**config.mk**
```make
export PLATFORM = sky130hd
export DESIGN_NAME = pc_fetch_sequencer_flat
export DESIGN_NICKNAME = d
export VERILOG_FILES = /design/src/rtl/pc_seq_pkg.sv /design/src/rtl/pc_fetch_sequencer_if.sv /design/src/rtl/pc_fetch_sequencer_dly.sv /design/src/rtl/pc_fetch_sequencer.sv /design/src/flat_wrapper.sv
export SDC_FILE = /design/constraint.sdc
export NUM_CORES = 1
export LEC_CHECK = 0
export ABC_AREA = 1
export CAP_MARGIN = 10
export CORE_MARGIN = 5
export CORE_UTILIZATION = 42
export DETAILED_ROUTE_END_ITERATION = 12
export PLACE_DENSITY = 0.72
export SETUP_SLACK_MARGIN = 0.05
export SLEW_MARGIN = 40
export SYNTH_ARGS = -nofsm -noshare
export SYNTH_HDL_FRONTEND = slang
export SYNTH_HIERARCHICAL = 1
export SYNTH_SLANG_ARGS = --single-unit
```
**constraint.sdc**
```tcl
create_clock -name clk -period 1.3 [get_ports clk]
set_clock_uncertainty 0.1 [all_clocks]
set_input_delay 0.325 -clock clk [delete_from_list [all_inputs] [get_ports clk]]
set_output_delay 0.325 -clock clk [all_outputs]
set_load 0.02 [all_outputs]
```
**src/rtl/pc_seq_pkg.sv**
```systemverilog
// ==========================================================================
// pc_seq_pkg : opcodes and FSM state encoding for the fetch sequencer. Rev 1.0
// ==========================================================================
`default_nettype none

package pc_seq_pkg;

  localparam int unsigned OP_NOP = 0;
  localparam int unsigned OP_JMP = 1;
  localparam int unsigned OP_JZ  = 2;
  localparam int unsigned OP_DLY = 3;
  localparam int unsigned OP_HLT = 4;

  typedef enum logic [2:0] {
    S_IDLE  = 3'd0,
    S_FETCH = 3'd1,
    S_EXEC  = 3'd2,
    S_DELAY = 3'd3,
    S_HALT  = 3'd4
  } state_e;

endpackage

`default_nettype wire

```
**src/rtl/pc_fetch_sequencer_if.sv**
```systemverilog
// ==========================================================================
// pc_fetch_sequencer_if : program-counter / ROM / control bundle. Rev 1.0
// ==========================================================================
`default_nettype none

interface pc_fetch_sequencer_if #(
  parameter int AW  = 4,
  parameter int OPW = 4
);
  logic                start;
  logic [AW-1:0]       PC;
  logic [OPW+AW-1:0]   instr;
  logic                zero;
  logic                PCload;
  logic                PCinc;
  logic [AW-1:0]       load_in;
  logic                busy;
  logic                halted;

  modport master (
    input  start, PC, instr, zero,
    output PCload, PCinc, load_in, busy, halted
  );

  modport slave (
    output start, PC, instr, zero,
    input  PCload, PCinc, load_in, busy, halted
  );
endinterface

`default_nettype wire

```
**src/rtl/pc_fetch_sequencer_dly.sv**
```systemverilog
// ==========================================================================
// dly_counter : AW-bit loadable down-counter with a count==1 flag. Rev 1.0
// ==========================================================================
`default_nettype none

module dly_counter #(
  parameter int AW = 4
) (
  input  wire logic          clk,
  input  wire logic          rst,
  input  wire logic          i_load,
  input  wire logic [AW-1:0] i_val,
  input  wire logic          i_dec,
  output logic               o_is_one
);
  logic [AW-1:0] r_cnt;

  always_ff @(posedge clk or posedge rst) begin
    if (rst)
      r_cnt <= '0;
    else if (i_load)
      r_cnt <= i_val;
    else if (i_dec)
      r_cnt <= r_cnt - 1'b1;
  end

  assign o_is_one = (r_cnt == AW'(1));
endmodule

`default_nettype wire

```
**src/rtl/pc_fetch_sequencer.sv**
```systemverilog
// ==========================================================================
// pc_fetch_sequencer : 2-cycle fetch/execute unit driving PC load/inc. Rev 1.0
// ==========================================================================
`default_nettype none

module pc_fetch_sequencer #(
  parameter int AW  = 4,
  parameter int OPW = 4
) (
  input  wire logic               clk,
  input  wire logic               reset,
  pc_fetch_sequencer_if.master    bus
);
  import pc_seq_pkg::*;

  state_e              r_state;
  state_e              w_state_next;
  logic [OPW+AW-1:0]   r_ir;
  logic [OPW-1:0]      w_op;
  logic [AW-1:0]       w_arg;
  logic                w_pcload;
  logic                w_pcinc;
  logic [AW-1:0]       w_load_in;
  logic                w_dly_load;
  logic                w_dly_dec;
  logic                w_dly_one;

  assign w_op  = r_ir[OPW+AW-1:AW];
  assign w_arg = r_ir[AW-1:0];

  always_ff @(posedge clk or posedge reset) begin
    if (reset)
      r_state <= S_IDLE;
    else
      r_state <= w_state_next;
  end

  always_ff @(posedge clk or posedge reset) begin
    if (reset)
      r_ir <= '0;
    else if (r_state == S_FETCH)
      r_ir <= bus.instr;
  end

  dly_counter #(.AW(AW)) u_dly (
    .clk      (clk),
    .rst      (reset),
    .i_load   (w_dly_load),
    .i_val    (w_arg),
    .i_dec    (w_dly_dec),
    .o_is_one (w_dly_one)
  );

  // Strobes come only from registered state/ir/dcnt (and zero for JZ), never instr.
  always_comb begin
    w_state_next = r_state;
    w_pcload     = 1'b0;
    w_pcinc      = 1'b0;
    w_load_in    = '0;
    w_dly_load   = 1'b0;
    w_dly_dec    = 1'b0;
    case (r_state)
      S_IDLE: begin
        if (bus.start)
          w_state_next = S_FETCH;
      end
      S_FETCH: begin
        w_state_next = S_EXEC;
      end
      S_EXEC: begin
        w_state_next = S_FETCH;
        case (w_op)
          OPW'(OP_NOP): w_pcinc = 1'b1;
          OPW'(OP_JMP): begin
            w_pcload  = 1'b1;
            w_load_in = w_arg;
          end
          OPW'(OP_JZ): begin
            if (bus.zero) begin
              w_pcload  = 1'b1;
              w_load_in = w_arg;
            end else begin
              w_pcinc = 1'b1;
            end
          end
          OPW'(OP_DLY): begin
            if (w_arg == '0) begin
              w_pcinc = 1'b1;
            end else begin
              w_dly_load   = 1'b1;
              w_state_next = S_DELAY;
            end
          end
          OPW'(OP_HLT): w_state_next = S_HALT;
          default:      w_pcinc = 1'b1;
        endcase
      end
      S_DELAY: begin
        w_dly_dec = 1'b1;
        if (w_dly_one) begin
          w_pcinc      = 1'b1;
          w_state_next = S_FETCH;
        end
      end
      S_HALT: begin
        w_state_next = S_HALT;
      end
      default: begin
        w_state_next = S_IDLE;
      end
    endcase
  end

  assign bus.PCload  = w_pcload;
  assign bus.PCinc   = w_pcinc;
  assign bus.load_in = w_load_in;
  assign bus.busy    = (r_state == S_FETCH) || (r_state == S_EXEC) || (r_state == S_DELAY);
  assign bus.halted  = (r_state == S_HALT);
endmodule

`default_nettype wire
```
**src/flat_wrapper.sv**
```systemverilog
// flat-port wrapper written by rule: the top's interface ports become plain ports
module pc_fetch_sequencer_flat import pc_seq_pkg::*;
#(
  parameter int AW  = 4,
  parameter int OPW = 4
)
  (clk, reset, bus_start, bus_PC, bus_instr, bus_zero, bus_PCload, bus_PCinc, bus_load_in, bus_busy, bus_halted);
  pc_fetch_sequencer_if #(.AW(AW), .OPW(OPW)) bus_i ();
  input  wire logic clk;
  input  wire logic reset;
  input wire logic [$bits(bus_i.start)-1:0] bus_start;
  input wire logic [$bits(bus_i.PC)-1:0] bus_PC;
  input wire logic [$bits(bus_i.instr)-1:0] bus_instr;
  input wire logic [$bits(bus_i.zero)-1:0] bus_zero;
  output wire logic [$bits(bus_i.PCload)-1:0] bus_PCload;
  output wire logic [$bits(bus_i.PCinc)-1:0] bus_PCinc;
  output wire logic [$bits(bus_i.load_in)-1:0] bus_load_in;
  output wire logic [$bits(bus_i.busy)-1:0] bus_busy;
  output wire logic [$bits(bus_i.halted)-1:0] bus_halted;
  assign bus_i.start = bus_start;
  assign bus_i.PC = bus_PC;
  assign bus_i.instr = bus_instr;
  assign bus_i.zero = bus_zero;
  assign bus_PCload = bus_i.PCload;
  assign bus_PCinc = bus_i.PCinc;
  assign bus_load_in = bus_i.load_in;
  assign bus_busy = bus_i.busy;
  assign bus_halted = bus_i.halted;
  pc_fetch_sequencer #(.AW(AW), .OPW(OPW)) u_core (.clk(clk), .reset(reset), .bus(bus_i));
endmodule
```
Word level (Yosys, flattened, before mapping)
Cells that the tools add are included.

Add/sub/neg operators: 1. Equal/unequal tests: 11. Muxes and demuxes: 22. Reductions and logical operators: 7.

Operator list (count): $mux W4 (4); $pmux W3 S5 (1); $mux W1 (9); $eq A4 B1 Y1 const B (2); $eq A4 B2 Y1 const B (2); $pmux W4 S2 (1); $eq A3 B2 Y1 const B (2); $mux W3 (2); $pmux W3 S2 (1); $eq A4 B3 Y1 const B (1); $logic_not A4 Y1 (1); $ne A2 B2 Y1 const B (2); $pmux W1 S2 (2); $sub A4 B1 Y4 const B (1); $eq A3 B1 Y1 const B (1); $eq A3 B3 Y1 const B (1); $logic_not A3 Y1 (1); $pmux W1 S3 (1); $logic_or A1 B1 Y1 (2); $mux W2 (1); $reduce_and A2 Y1 (1); $reduce_bool A2 Y1 (1); $reduce_or A2 Y1 (1).

Flip-flop bits (word level): 15. Input port bits: 16. Output and inout port bits: 8. Logic and storage cells: 44.

Logic depth before layout (Yosys ltp)
Gate-level depths: netlist of run 1.

Depth in word-level cells: 5. Mapped depth: 8. Gate-level depth less buffers: 8.

Modules after synthesis
Netlist of run 1, hierarchy kept.

By module, submodules not included: pc_fetch_sequencer (times used 1, cells an instance 94, area an instance 650.6 µm², seq. area each 275.3 µm²); dly_counter (times used 1, cells an instance 34, area an instance 252.7 µm², seq. area each 100.1 µm²).

Least setup slack after synthesis of run 1
No wires, ideal clock.

Kind: register -> output. Start point: reg u_core.r_state[2]. End point: out bus_load_in[0]. Data arrival time: 1089 ps. Required time: 875 ps. Slack: -214 ps. Stages on the path, launching flop included: 6. Path buffers: 0. Cells stage by stage: dfrtp_1 -> inv_2 -> nand3_1 -> inv_1 -> o21ai_2 -> nor2_1.

Word-level cells in the longest chain between the ends: 2.

RTL lines: from (decl) (line pc_fetch_sequencer.sv:16) `state_e r_state;`; from (signal assigned) (line pc_fetch_sequencer.sv:35) `r_state <= w_state_next;`; $eq A3 B2 Y1 (line pc_fetch_sequencer.sv:62) `case (r_state)`; $mux W4 (line pc_fetch_sequencer.sv:62); to (decl) (line flat_wrapper.sv:17) `output wire logic [$bits(bus_i.load_in)-1:0] bus_load_in;`.

No other way between the ends.

Final worst setup path of run 1
Start point: reg u_core.r_ir[5]. End point: out bus_PCinc.

Word-level cells in the longest chain between the ends: 4. Elaborated cells between the ends (all ways): 7. Classes of those cells: eq/ne: 4; mux: 2; reduce/logical: 1.

RTL lines: from (decl) (line pc_fetch_sequencer.sv:18) `logic [OPW+AW-1:0] r_ir;`; from (signal assigned) (line pc_fetch_sequencer.sv:42) `r_ir <= bus.instr;`; $eq A4 B3 Y1 / $eq A4 B1 Y1 (equally long branches) (line pc_fetch_sequencer.sv:72) `case (w_op)`; $reduce_or A2 Y1 (no source line); $pmux W1 S3 * (line pc_fetch_sequencer.sv:72); $pmux W1 S2 * (line pc_fetch_sequencer.sv:62); to (decl) (line flat_wrapper.sv:16) `output wire logic [$bits(bus_i.PCinc)-1:0] bus_PCinc;`.

Mark *: on every way between the ends. The rest lies on a longest branch, timed or not.

==> impl_metrics.yaml, run 1 <==
placed_design:
  postPlaceCellArea_um2: 1420
  dp_hpwl_um: 1770
  place_ws_ps: -984
  io_buffers: 19
  gp_congestion: 0.770
pwr:
  switching_share: 0.475
  power.switching_mw: 1.96
  sequentialPowerShare: 0.216
  combPwrFrac: 0.713
  vdd_drop_max_uv: 1680
  power_leakage_nw: 0.862
  internal_power_mw: 2.16
  clkPwrFrac: 0.071
  power_density_nw_per_um2: 2280
layout:
  drive_gt1_frac: 0.588
  antennaDiodeCount: 0
  nets: 213
  nFillCells: 85
  area_growth_pct: 100
  fin_area_um2: 1810
worst_setup_path:
  critical_path_class: "register to primary output"
  crit_path_top_delay_cell: "dfrtp_1"
  critPathMaxFanout: 3
  endpoint_kind: "primary output"
  start_kind: "register"
  slowest_delay_ps: 430
  required_ps: 880
  path_cells: "inv_2, nand2_4, buf_6, nor2_4, nor2_2, nand2_1, nand2_1, nand2_2, nand2_2, buf_6"
  cp.arrival_ps: 1620
  r2r_start: "u_core/r_ir[7]"
  crit_start: "u_core/r_ir[5]"
clock_tree:
  clkTransAtPathRegs_ps: 100
  cts_tree: "done"
  cts.sinks: 15
  worstSkewPairLatency_ps: 300
  clk_path_buf_depth: 2
  cts_root_buffer: "clkbuf_4"
  htree_levels: 1
  hold_buffers: 0
  cts_made_buffers: 3
timing:
  hold_violations: 0
  slew_headroom: 0.851
  worst_slew_pin_slew_ps: 222
  whs_ps: 131
  period_needed_ps: 2040
  grt_setup_unrepaired: "yes"
  setup_ws_ps: -743
  drv_slew: 0
  fin_crit_sh: 1.57
  max_freq_mhz: 489
  finalSetupViolCount: 17
detailed_routing:
  via_per_inst: 5.27
  vias: 1164
  firstDrtPassIters: 4
  avgRoutedWirePerCell_um: 16.8
  drc_errors: 0
  drtAntennaViolNets: 0
  drt_iter0_markers: 36
  wirelength_um: 3710
die:
  dieArea_um2: 3180
  start_util: 0.451
  num_rows: 16
  io_pins: 24
  die_h_um: 56.4
  die_w_um: 56.4
  core_um2: 2000
status:
  violations: "setup timing"
  status: "finished, violations left"
logic_synthesis:
  ys_types: 20
  syn_area_um2: 903
  syn_inst: 128
  yosysSeqAreaShare: 0.416
  synth_top_area_share: 0.416
  yosysWarnings: 6
  synth.avg_cell_area_um2: 7.06
  netlist_top_cells_area: "dfrtp_1, nor2_1, inv_1"
  synth_nets: 146
  synth_top_area_cell: "dfrtp_1"
  ys_ff_latch: 15
flow_run:
  maxCapViolCount: 0
worst_hold_path:
  min-delay-path-class: "input pin to asynchronous set/reset pin"
global_route:
  grt_overflow_total: 0
  grt_max_degree: 12
  grt_util_all_layers: 0.183
  antenna_found_initial: 0
  grt_pass1_vias: 1064
  grt_pass1_wl_um: 4600
kinds of logic (layout without fill, tap and decap cells):
group	after synthesis	count (layout)	synth area share
DFF	15	15	0.416
xor gates and xnor gates	1	1	0.00970
and+or+nand+nor	68	70	0.325
adders and majority gates	2	2	0.0277
buffers and inverters	26	90	0.116
AOI/OAI and AO/OA	16	16	0.105
cell usage in the layout, fill, tap and decap left out, types with 4 or more instances in the layout:
cell	Yosys	routed
inv_1	23	15
buf_6	1	26
nor2_4	0	12
buf_4	0	24
a21oi_2	1	6
dfrtp_1	15	14
nor2_1	33	12
nand3_4	1	4
inv_2	2	8
nand2_2	0	5
nor2_2	1	10
nand2_1	23	16
clkdlybuf4s50_1	0	11
layer usage:
layer,share of wire,track usage
met1,0.37,0.225
met2,0.53,0.316
met3,0.059,0.0344
met4,0.036,0.0712
met5,0,0
path summary, 6_finish.rpt:
| path | endpoint | slack, ps | depth (start not counted) |
|---|---|---|---|
| max in group asynchronous | u_core/r_ir[6] | 690 | 3 |
| min in group clk | u_core/r_ir[2] | 490 | 3 |
| worst max-delay path | bus_PCinc | -740 | 10 |
| worst min-delay path | u_core/u_dly/r_cnt[2] | 130 | 2 |
| worst min register to register | u_core/u_dly/r_cnt[0] | 510 | 3 |
| worst max register to register | u_core/u_dly/r_cnt[1] | -290 | 10 |
cell type report:
| type | instances | area, um2 | area share |
|---|---|---|---|
| clock buffers | 3 | 22.5 | 0.0124 |
| clock inverters | 1 | 5.00 | 0.00276 |
| inverters | 25 | 101 | 0.0560 |
| multi-input cells | 89 | 688 | 0.380 |
| flip-flops and latches | 15 | 377 | 0.208 |
| well taps | 27 | 33.8 | 0.0187 |
| repair buffers | 61 | 583 | 0.322 |
per-stage QoR:
step / instances / total power, mW / TNS, ps / util
global route: 221 / 4.39 / -7760 / 0.904
finish: 221 / 4.12 / -6470 / 0.904
floorplan: 128 / 1.95 / -911 / -
detailed placement: 203 / 2.76 / -7490 / 0.707
CTS: 214 / 3.41 / -5190 / 0.802
global placement: 203 / 2.68 / -7240 / 0.707
repair_timing:
action                                  in CTS  in global routing
pin swaps                                   14                 19
gates cloned                                 1                  1
endpoints found under the setup margin      22                 23
gates resized for setup                     76                 42
setup buffers                               12                  8
sequential cells by signal, indices dropped and copies added (netlist names):
signal              count
u_core/r_ir             8
u_core/u_dly/r_cnt      4
u_core/r_state          3
power groups by stage:
| stage | clock network, mW | registers [mW] | logic, mW |
|---|---|---|---|
| 2_1_floorplan | 0 | 0.855 | 1.09 |
| 3_3_place_gp | 0 | 0.835 | 1.85 |
| 3_5_place_dp | 0 | 0.842 | 1.92 |
| 4_1_cts | 0.294 | 0.858 | 2.26 |
| 5_1_grt | 0.320 | 0.907 | 3.16 |
| 6_report | 0.292 | 0.890 | 2.94 |
synthesized netlist by cell type:
| master | number |
|---|---|
| nor3_1 | 2 |
| a21boi_0 | 2 |
| o21ai_2 | 1 |
| nand2_1 | 23 |
| ha_1 | 2 |
| a21oi_2 | 1 |
| a21oi_1 | 7 |
| a22oi_1 | 1 |
| dfrtp_1 | 15 |
| nor2_2 | 1 |
| nor2_1 | 33 |
| nand3_4 | 1 |
| inv_2 | 2 |
| nand3_1 | 6 |
| o21ai_1 | 2 |
| xnor2_1 | 1 |
| o21ai_0 | 2 |
| inv_1 | 23 |
| nor3_2 | 2 |
| buf_6 | 1 |
critical path: cells and delay by family (launching register included):
family	cells	cell delay, ps
AND/OR/NAND/NOR	7	520
flip-flops	1	430
buffers and inverters	3	370
(Power assumes the default switching activity.)
==> run 2: changes to the inputs <==
--- a/config.mk
+++ b/config.mk
@@ -8,9 +8,10 @@
 export ABC_AREA = 1
 export CAP_MARGIN = 10
 export CORE_MARGIN = 5
-export CORE_UTILIZATION = 42
+export CORE_UTILIZATION = 44
+export CTS_BUF_LIST = sky130_fd_sc_hd__clkbuf_4
 export DETAILED_ROUTE_END_ITERATION = 12
-export PLACE_DENSITY = 0.72
+export PLACE_DENSITY = 0.74
 export SETUP_SLACK_MARGIN = 0.05
 export SLEW_MARGIN = 40
 export SYNTH_ARGS = -nofsm -noshare
==> run 2 against run 1 <==
  * The run still ends with setup timing left
  * Sequential share of layout area rose by 0.81 points
  * Power fell by 0.12%
  * Wire length rose by 5.2%
==> impl_metrics.yaml, run 2 (same netlist as run 1, synthesis figures left out) <==
die:
  die_w_um: 55.3
  core_um2: 1960
  die_h_um: 55.3
  start_util: 0.460
  io_pins: 24
  num_rows: 16
  dieArea_um2: 3060
global_route:
  grt_overflow_total: 0
  grt_pass1_wl_um: 5210
  grt_util_all_layers: 0.213
  antenna_found_initial: 0
  grt_pass1_vias: 1180
  grt_max_degree: 12
pwr:
  vdd_drop_max_uv: 1640
  power.switching_mw: 1.99
  sequentialPowerShare: 0.217
  combPwrFrac: 0.709
  power_density_nw_per_um2: 2370
  clkPwrFrac: 0.074
  power_leakage_nw: 0.813
  switching_share: 0.482
  internal_power_mw: 2.13
worst_hold_path:
  min-delay-path-class: "input pin to asynchronous set/reset pin"
detailed_routing:
  drc_errors: 0
  firstDrtPassIters: 4
  avgRoutedWirePerCell_um: 18.0
  vias: 1183
  wirelength_um: 3900
  drt_iter0_markers: 69
  via_per_inst: 5.45
  drtAntennaViolNets: 0
clock_tree:
  hold_buffers: 0
  worstSkewPairLatency_ps: 290
  cts_made_buffers: 3
  cts_tree: "done"
  htree_levels: 1
  cts.sinks: 15
  clk_path_buf_depth: 2
  cts_root_buffer: "clkbuf_4"
  clkTransAtPathRegs_ps: 100
placed_design:
  io_buffers: 19
  postPlaceCellArea_um2: 1430
  place_inst: 205
  dp_hpwl_um: 1870
  gp_congestion: 0.762
worst_setup_path:
  reg2reg_slack_ps: -370
  start_kind: "register"
  required_ps: 880
  worstRegToRegCells: 9
  timing.rr.end: "u_core/u_dly/r_cnt[1]"
  slowest_delay_ps: 430
  cp.arrival_ps: 1670
  path_cells: "nor2_2, buf_4, nand2_1, nor2_1, nor2_1, nand2_1, nand2_1, nand2_2, buf_6"
  r2r_start: "u_core/r_state[0]"
  cpMostUsedCell: "nand2_1"
  critPathMaxFanout: 4
  critical_path_class: "register to primary output"
  endpoint_kind: "primary output"
  crit_path_top_delay_cell: "dfrtp_1"
timing:
  tns_ps: -6590
  whs_ps: 158
  grt_setup_unrepaired: "yes"
  fin_crit_sh: 1.61
  drv_slew: 0
  slew_headroom: 0.754
  period_needed_ps: 2100
  finalSetupViolCount: 16
  setup_ws_ps: -798
  hold_violations: 0
  max_freq_mhz: 477
  worst_slew_pin_slew_ps: 368
layout:
  nFillCells: 105
  seqCellArea_um2: 375
  reg.largest.list: "u_core/r_ir x8, u_core/u_dly/r_cnt x4, u_core/r_state x3"
  final_cell_mix: "buf_4, buf_6, nand2_1"
  area_growth_pct: 92.2
  final_common_cell: "buf_4"
  nets: 209
  antennaDiodeCount: 0
  largest_reg_flops: 8
  largest_register: "u_core/r_ir"
  drive_gt1_frac: 0.563
  fin_area_um2: 1740
  fin_cells: 217
  multi_input_area_um2: 682
flow_run:
  maxCapViolCount: 0
status:
  violations: "setup timing"
  status: "finished, violations left"
run 2: how the worst max path moves through the flow:
| stage | from | end | slack [ps] | cells after the start |
|---|---|---|---|---|
| 2_1_floorplan | u_core/r_ir[5] | bus_PCload | -150 | 6 |
| 6_report | u_core/r_ir[6] | bus_PCinc | -800 | 9 |
| 5_1_grt | u_core/r_ir[6] | bus_PCinc | -860 | 9 |
| 3_5_place_dp | bus_zero | bus_load_in[1] | -980 | 6 |
| 4_1_cts | u_core/r_ir[5] | bus_PCload | -610 | 7 |
| 3_3_place_gp | bus_zero | bus_load_in[1] | -980 | 6 |
run 2: repair_timing:
item	in CTS	in global routing
cloned	2	0
setup endpoints to repair	22	23
resized for setup	63	45
pin swaps	9	17
setup buffers	8	4
endpoints found under the hold margin	0	0
run 2: metal layers:
layer	part of all wire	routed length [um]	up-vias	global-route usage
met1	0.34	1320	546	0.250
met3	0.077	302	32	0.0443
met5	0	0	-	0
met4	0.066	256	0	0.0729
li1	-	-	524	-
met2	0.52	2020	81	0.382
run 2: power groups by stage:
| stage | clock network [mW] | registers [mW] | logic (mW) |
|---|---|---|---|
| global route | 0.344 | 0.910 | 3.10 |
| floorplan | 0 | 0.855 | 1.09 |
| detailed placement | 0 | 0.849 | 1.96 |
| finish | 0.305 | 0.893 | 2.92 |
| CTS | 0.292 | 0.845 | 2.38 |
| global placement | 0 | 0.827 | 1.88 |
run 2: critical path, delay by kind of cell, from the launching register on:
kind,cells,cell delay [ps]
buffers and inverters,2,270
and+or+nand+nor,7,690
DFF,1,430
run 2: layout make-up:
| type | count | share of cell area |
|---|---|---|
| multi-input cells | 89 | 0.393 |
| repair buffers | 57 | 0.298 |
| flip-flops and latches | 15 | 0.216 |
| inverters | 25 | 0.0569 |
| well taps | 27 | 0.0195 |
| clock buffers | 4 | 0.0173 |
run 2: per-stage QoR:
stage | worst slack, ps | power (mW) | utilization
3_5_place_dp | -980 | 2.81 | 0.729
3_3_place_gp | -978 | 2.71 | 0.729
5_1_grt | -864 | 4.35 | 0.885
2_1_floorplan | -150 | 1.95 | -
4_1_cts | -612 | 3.52 | 0.813
6_report | -798 | 4.12 | 0.885
